File: src/rtl/nco_phase_accum_pkg.sv
// Shared definitions for the NCO phase accumulator: default widths and
// FSM state encodings.
package nco_phase_accum_pkg;

    localparam int ACC_W_DEF = 16;
    localparam int OUT_W_DEF = 8;

    typedef enum logic [1:0] {
        ST_IDLE  = 2'd0,
        ST_RUN   = 2'd1,
        ST_FLUSH = 2'd2
    } nco_state_e;

    // Number of cycles the pipeline is held off after a clear.
    localparam logic [1:0] FLUSH_CYCLES = 2'd2;

endpackage

File: src/rtl/nco_acc_half.sv
// One half of the carry-pipelined phase adder: a W-bit accumulator that adds
// an addend plus carry-in when enabled and registers the carry-out.
module nco_acc_half #(
    parameter int W = 8
) (
    input  logic         clk,
    input  logic         rst,
    input  logic         en_i,
    input  logic         clr_i,
    input  logic [W-1:0] addend_i,
    input  logic         cin_i,
    output logic [W-1:0] sum_o,
    output logic         cout_o
);

    logic [W-1:0] sum_q;
    logic         cout_q;
    logic [W:0]   add_d;

    assign add_d = {1'b0, sum_q} + {1'b0, addend_i} + {{W{1'b0}}, cin_i};

    always_ff @(posedge clk or posedge rst) begin
        if (rst) begin
            sum_q  <= '0;
            cout_q <= 1'b0;
        end else if (clr_i) begin
            sum_q  <= '0;
            cout_q <= 1'b0;
        end else if (en_i) begin
            sum_q  <= add_d[W-1:0];
            cout_q <= add_d[W];
        end
    end

    assign sum_o  = sum_q;
    assign cout_o = cout_q;

endmodule

File: src/rtl/nco_phase_accum.sv
// NCO phase accumulator: wrapping ACC_W-bit phase register advanced by the
// FCW through a two-stage (low half, then high half) carry-pipelined adder.
module nco_phase_accum
    import nco_phase_accum_pkg::*;
#(
    parameter int ACC_W = ACC_W_DEF,
    parameter int OUT_W = OUT_W_DEF
) (
    input  logic             clk,
    input  logic             rst,
    input  logic [ACC_W-1:0] fcw_in,
    input  logic             fcw_valid,
    output logic             fcw_ready,
    input  logic             en,
    input  logic             clr,
    output logic [OUT_W-1:0] phase_out,
    output logic             phase_valid,
    output logic             wrap
);

    localparam int LO_W = ACC_W / 2;
    localparam int HI_W = ACC_W - LO_W;

    nco_state_e       state_q;
    logic [1:0]       flush_cnt_q;
    logic [ACC_W-1:0] fcw_q;

    logic             accept;
    logic             run;
    logic             clr_eff;
    logic             step;
    logic             stage2_en;

    logic             v1_q;
    logic [HI_W-1:0]  fcw_hi_q;
    logic [LO_W-1:0]  lo_sum;
    logic             c1;
    logic [HI_W-1:0]  hi_sum;
    logic             hi_cout;
    logic [LO_W-1:0]  lo_dly_q;
    logic             pvalid_q;
    logic [OUT_W-1:0] hold_q;
    logic [ACC_W-1:0] acc_full;
    logic [OUT_W-1:0] phase_cur;

    // Ready is forced low while reset is held, even though state reads IDLE.
    assign fcw_ready = ~rst & (state_q != ST_FLUSH);
    assign accept    = fcw_valid & fcw_ready;
    assign run       = (state_q == ST_RUN);
    assign clr_eff   = run & clr;
    assign step      = run & en & ~clr;
    assign stage2_en = v1_q & ~clr_eff;

    always_ff @(posedge clk or posedge rst) begin
        if (rst) begin
            state_q     <= ST_IDLE;
            flush_cnt_q <= '0;
            fcw_q       <= '0;
        end else begin
            if (accept) begin
                fcw_q <= fcw_in;
            end
            case (state_q)
                ST_IDLE: begin
                    if (accept) begin
                        state_q <= ST_RUN;
                    end
                end
                ST_RUN: begin
                    if (clr) begin
                        state_q     <= ST_FLUSH;
                        flush_cnt_q <= FLUSH_CYCLES - 2'd1;
                    end
                end
                ST_FLUSH: begin
                    if (flush_cnt_q == 2'd0) begin
                        state_q <= ST_RUN;
                    end else begin
                        flush_cnt_q <= flush_cnt_q - 2'd1;
                    end
                end
                default: begin
                    state_q <= ST_IDLE;
                end
            endcase
        end
    end

    // Stage 1: low half add; snapshot the high FCW bits so a later FCW
    // update cannot leak into this step's high half.
    nco_acc_half #(.W(LO_W)) u_lo (
        .clk      (clk),
        .rst      (rst),
        .en_i     (step),
        .clr_i    (clr_eff),
        .addend_i (fcw_q[LO_W-1:0]),
        .cin_i    (1'b0),
        .sum_o    (lo_sum),
        .cout_o   (c1)
    );

    always_ff @(posedge clk or posedge rst) begin
        if (rst) begin
            v1_q     <= 1'b0;
            fcw_hi_q <= '0;
        end else begin
            v1_q <= step;
            if (step) begin
                fcw_hi_q <= fcw_q[ACC_W-1:LO_W];
            end
        end
    end

    // Stage 2: high half add with registered carry; advances only on a
    // stage-1 token, so gaps in en never mix carries of different steps.
    nco_acc_half #(.W(HI_W)) u_hi (
        .clk      (clk),
        .rst      (rst),
        .en_i     (stage2_en),
        .clr_i    (clr_eff),
        .addend_i (fcw_hi_q),
        .cin_i    (c1),
        .sum_o    (hi_sum),
        .cout_o   (hi_cout)
    );

    always_ff @(posedge clk or posedge rst) begin
        if (rst) begin
            lo_dly_q <= '0;
            pvalid_q <= 1'b0;
            hold_q   <= '0;
        end else begin
            pvalid_q <= stage2_en;
            if (stage2_en) begin
                lo_dly_q <= lo_sum;
            end
            if (pvalid_q) begin
                hold_q <= phase_cur;
            end
        end
    end

    assign acc_full  = {hi_sum, lo_dly_q};
    assign phase_cur = acc_full[ACC_W-1 -: OUT_W];

    // A clear zeroes the high half, so between pulses the last emitted
    // phase is replayed from hold_q rather than the live accumulator.
    assign phase_out   = pvalid_q ? phase_cur : hold_q;
    assign phase_valid = pvalid_q;
    assign wrap        = pvalid_q & hi_cout;

endmodule

File: config.mk
export PLATFORM = sky130hd
export DESIGN_NAME = nco_phase_accum
export DESIGN_NICKNAME = d
export VERILOG_FILES = /design/src/rtl/nco_phase_accum_pkg.sv /design/src/rtl/nco_acc_half.sv /design/src/rtl/nco_phase_accum.sv
export SDC_FILE = /design/constraint.sdc
export NUM_CORES = 1
export LEC_CHECK = 0
export ABC_AREA = 1
export BUFFER_PORTS_ARGS = -buffer_cell sky130_fd_sc_hd__buf_2
export CAP_MARGIN = 20
export CORE_AREA = 2 2 111 113
export CTS_CLUSTER_SIZE = 14
export DETAILED_ROUTE_END_ITERATION = 8
export DIE_AREA = 0 0 113 115
export PLACE_DENSITY = 0.4
export SLEW_MARGIN = 30
export SYNTH_ARGS = -nofsm -noshare
export SYNTH_HDL_FRONTEND = slang
export SYNTH_SLANG_ARGS = --single-unit
File: constraint.sdc
create_clock -name clk -period 2.5 [get_ports clk]
set_clock_uncertainty 0.1 [all_clocks]
set_input_delay 0.25 -clock clk [delete_from_list [all_inputs] [get_ports clk]]
set_output_delay 0.25 -clock clk [all_outputs]
set_load 0.01 [all_outputs]
# == Word-level counts from Yosys, hierarchy flattened ==
# Cells that the tools add are included.
# op_classes
muxes,16
addsub,4
eq_ne,7
bitwise,10
n_reduce_logical,7
# op_table
op,count
$mux 8,5
$add 8x8->9,2
$mux 2,5
$ne 2x2->1 const B,5
$add 9x1->9,1
$and 1x1->1,7
$pmux 2 s3,1
$reduce_and 3->1,2
$reduce_bool 2->1,3
$logic_not 2->1,2
$mux 1,4
$pmux 2 s2,1
$not 1->1,3
$eq 2x1->1 const B,1
$eq 2x2->1 const B,1
$sub 2x1->2 const B,1
# totals
ff_bits,56
wordCells,55

# == Longest topological paths before layout ==
# logic_depth
word_depth,6
depth_mapped,10

# == By module ==
# From an unflattened synthesis, not the netlist that was laid out.
# unflattened
cells_unflattened,352
area_unflattened_um2,3010.4
# by_module_without_submodules
mod,n_inst,cells_each,area_each_um2
nco_phase_accum,1,160,1600.3
nco_acc_half at u_lo,1,97,709.4
nco_acc_half at u_hi,1,95,700.7

# == Worst setup path before layout ==
# OpenSTA, ideal clock, no wires.
# synth_path
kind,register to register
from,register fcw_hi_q[0]
to,register u_hi.sum_q[6] (netlist: u_hi.sum_o[6])
t_arrival_ns,1.587
t_required_ns,2.283
setup_ns,0.117
synth_period_minus_slack_ns,1.804
setup_slack_ns,0.696
stages_incl_launch_ff,10
cell_sequence,dfrtp_1 > inv_1 > fa_1 > fa_1 > inv_1 > nand3_1 > nand3_1 > nand2_1 > nand3_1 > nand2_1
# synth_between
elab_chain_cells,4
# synth_lines
item,line,source
"start, declared",nco_phase_accum.sv:35,logic [HI_W-1:0] fcw_hi_q;
"start signal, assigned",nco_phase_accum.sv:109,fcw_hi_q <= fcw_q[ACC_W-1:LO_W];
$add 8x8->9,nco_acc_half.sv:20,"assign add_d = {1'b0, sum_q} + {1'b0, addend_i} + {{W{1'b0}}, cin_i};"
$add 9x1->9,nco_acc_half.sv:20,
$mux 8,nco_acc_half.sv:29,end else if (en_i) begin
$mux 8,nco_acc_half.sv:26,end else if (clr_i) begin
"end signal, assigned",nco_acc_half.sv:30,sum_q <= add_d[W-1:0];
"end, declared",nco_acc_half.sv:16,logic [W-1:0] sum_q;
# No other way between the ends. The select of a mux whose other input is x is not followed.
# A chain may end at the register's enable or synchronous reset.

# == Worst setup path after layout ==
# Ends and elaborated chain as after synthesis.

==> flow_metrics.tcl <==
set metrics [dict create \
    outcome "finished with violations" \
    violations "design-rule violations" \
    crit_required_ns 2.59 \
    power_density_nw_per_um2 1080 \
    worst_ir_drop_vdd_mv 0.324 \
    fmax_mhz 518 \
    synthAdderAreaFrac_pct 8.97 \
    critPathMaxFanout 2 \
    synth_top_family_by_area "simple AND/OR/NAND/NOR gates" \
    setup_viol 0 \
    grt_util_all_layers_pct 10.9 \
    post-route-period-util_pct 77.2 \
    setup_tns_ns 0 \
    synth_top_cell_by_area "dfrtp_1" \
    dp_cells 526 \
    clk_latency_ns 0.29 \
    coreArea_um2 11800 \
    syn-instance-count 353 \
    setup_slack_ns 0.571 \
    port-buffer-count 31 \
    reg2reg_from "fcw_hi_q[0]$_DFFE_PP0P_" \
    grt_pass1_wl_mm 11.3 \
    initial_utilization_pct 24.6 \
    cts_made_buffers 5 \
    rsz0062_at_grt "false" \
    synth_simple_gate_area_share_pct 26.4 \
    total_power_mw 3.66 \
    pin_count 32 \
    antenna_found_initial 0 \
    max_slew_margin_pct 61.9 \
    wl_per_cell_um 12.1 \
    die_w_um 113 \
    grt_pass1_vias 2303 \
    cts_buffer_depth 2 \
    die_area_um2 13000 \
    gp_congestion 0.756 \
    worst_setup_path_start_kind "flop" \
    crit_path_end_kind "flop" \
    rrSetupSlack_ns 0.57 \
    drt-initial-drc-count 69 \
    p_leak_nw 1.89 \
    drtPass1Iterations 6 \
    remaining_drc_errors 1 \
    arrival_ns 2.02 \
    synthXorXnorAreaFrac_pct 0.603 \
    h-tree-depth 2 \
    vias 2239 \
    fin_crit_ns 1.93 \
    yosysSeqAreaShare_pct 48.3 \
    min-delay-start "fcw_in[6]" \
    min_path_type "input pin to flop" \
    netlist_area_um2 2900 \
    area_growth_pct 16.4 \
    n_antenna_cell 0 \
    cts_tree "done" \
    die_y_um 115 \
    worst_r2r_path_depth 9 \
    worst_slew_pin_slew_ns 0.571 \
    grt-ovfl-total 0 \
    muxShareOfSynthArea_pct 1.16 \
    finalHoldViolCount 0 \
    cts_root_buf "clkbuf_16" \
    ant_nets 0 \
    syn-num-nets 393 \
    ys_seq_elements 56 \
    cts_resized 0 \
    clkSlewWorstSetupHoldPaths_ns 0.07 \
    grt_max_degree 27 \
    synth_compound_area_share_pct 6.12 \
    num-nets-final 427 \
    finalNonFillerCells 535 \
    routed_wl_mm 6.47 \
    yosys_warnings 0 \
    fp-row-count 40 \
    r2r-end "u_hi.sum_o[6]$_DFFE_PP0P_" \
    dp_hpwl_mm 4.87 \
    drv_slew 0 \
    synth_area_leaders "dfrtp_1 48%, nand2_1 17%, ha_1 6.9%, inv_1 6.1%, nand3_1 5.5%" \
    drive_above_1_share_pct 14.4 \
    cts.sinks 56 \
    synth_cell_types 27 \
    viasPerCell 4.19 \
    netlist.area_leader.share_pct 48.3 \
    min_to "fcw_q[6]$_DFFE_PP0P_" \
    avgSynthCellArea_um2 8.22 \
    dp_slack_ns 0.569 \
    crit_type "flop to flop" \
    maxCapViolations 0 \
    worstHoldPathCells 3 \
]
[cell families after synthesis]
kind of cell,count (synthesis)
buf+inv,58
compound gates,32
simple gates,183
xor+xnor,2
flops,56
mux,3
fa+ha+maj,19
[state kept, by name, summed over array words and instances, names as in the netlist, 2 cells and up]
signal and flops:
state_q 2, fcw_hi_q 8, u_lo.sum_o 8, flush_cnt_q 2, hold_q 8, u_hi.sum_o 8
fcw_q 16
[placed cells by master, fill, tap and decap left out, drive strengths merged]
cell / netlist / routed
o22ai: 7 / 7
nand2: 133 / 133
clkinvlp: 0 / 1
a22o: 1 / 1
nor2: 15 / 15
fa: 3 / 3
clkinv: 0 / 1
ha: 16 / 16
dfrtp: 56 / 56
bufinv: 0 / 1
dlygate4sd3: 0 / 1
a31oi: 1 / 1
mux2: 3 / 3
a21oi: 16 / 16
o21ai: 7 / 7
nand4: 2 / 2
xor2: 2 / 2
nand3: 33 / 33
buf: 6 / 33
clkbuf: 1 / 5
inv: 51 / 51
[what timing repair did]
item	in CTS	in global routing
hold buffers	1	0
endpoints found under the hold margin	24	0
buffers inserted	0	0
[synth_stat cells]
cell and number:
a21oi_1 15, a21oi_2 1, a22o_1 1, a31oi_1 1, buf_2 2, buf_4 1
buf_6 3, clkbuf_1 1, dfrtp_1 56, fa_1 3, ha_1 16, inv_1 47
inv_2 4, mux2_2 3, nand2_1 131, nand2_2 1, nand2_4 1, nand3_1 32
nand3_2 1, nand4_1 2, nor2_1 12, nor2_2 1, nor2_4 2, o21ai_0 4
o21ai_1 3, o22ai_1 7, xor2_1 2
[how the worst max path moves through the flow]
stage                                           end                     from
final                     u_hi.sum_o[6]$_DFFE_PP0P_  fcw_hi_q[0]$_DFFE_PP0P_
after global routing        u_hi.cout_o$_DFFE_PP0P_  fcw_hi_q[0]$_DFFE_PP0P_
after CTS                 u_hi.sum_o[6]$_DFFE_PP0P_  fcw_hi_q[0]$_DFFE_PP0P_
after detailed placement  u_hi.sum_o[6]$_DFFE_PP0P_  fcw_hi_q[0]$_DFFE_PP0P_
after global placement    u_hi.sum_o[6]$_DFFE_PP0P_  fcw_hi_q[0]$_DFFE_PP0P_
after floorplan           u_hi.sum_o[6]$_DFFE_PP0P_  fcw_hi_q[0]$_DFFE_PP0P_
[metal layers]
metal	wire [um]	global-route usage (%)
met5	0	0
met1	3340	15.2
met2	2860	17.3
met3	209	2.21
met4	65	3.17
[cell type report]
cell class	count	area, um2
inverter	51	191
fill	1346	8430
clock buffer	5	125
timing repair buffer	34	180
tap	147	184
clock inverter	3	42.5
sequential	56	1400
multi-input combinational	239	1250
[where the power goes]
group	switching, mW	total, mW	internal, mW
clock network	0.340	0.812	0.472
logic	0.871	1.41	0.536
registers	0.203	1.44	1.23
[worst max-delay path, cell delays in order (launching register included)]
cell and delay [ns]:
dfrtp_1 0.34, inv_1 0.07, fa_1 0.46, fa_1 0.41, inv_1 0.09, nand3_1 0.10
nand3_1 0.10, nand2_1 0.05, nand3_1 0.06, nand2_1 0.05
[stage by stage]
step | instance area, um2 | hold WS [ns] | utilization (%)
2_1_floorplan | 2900 | 0.295 | -
3_3_place_gp | 3200 | 0.275 | 27.1
3_5_place_dp | 3200 | 0.277 | 27.1
4_1_cts | 3380 | 0.0701 | 28.6
5_1_grt | 3380 | 0.0793 | 28.6
6_report | 3380 | 0.0784 | 28.6
(Power assumes the default switching activity.)
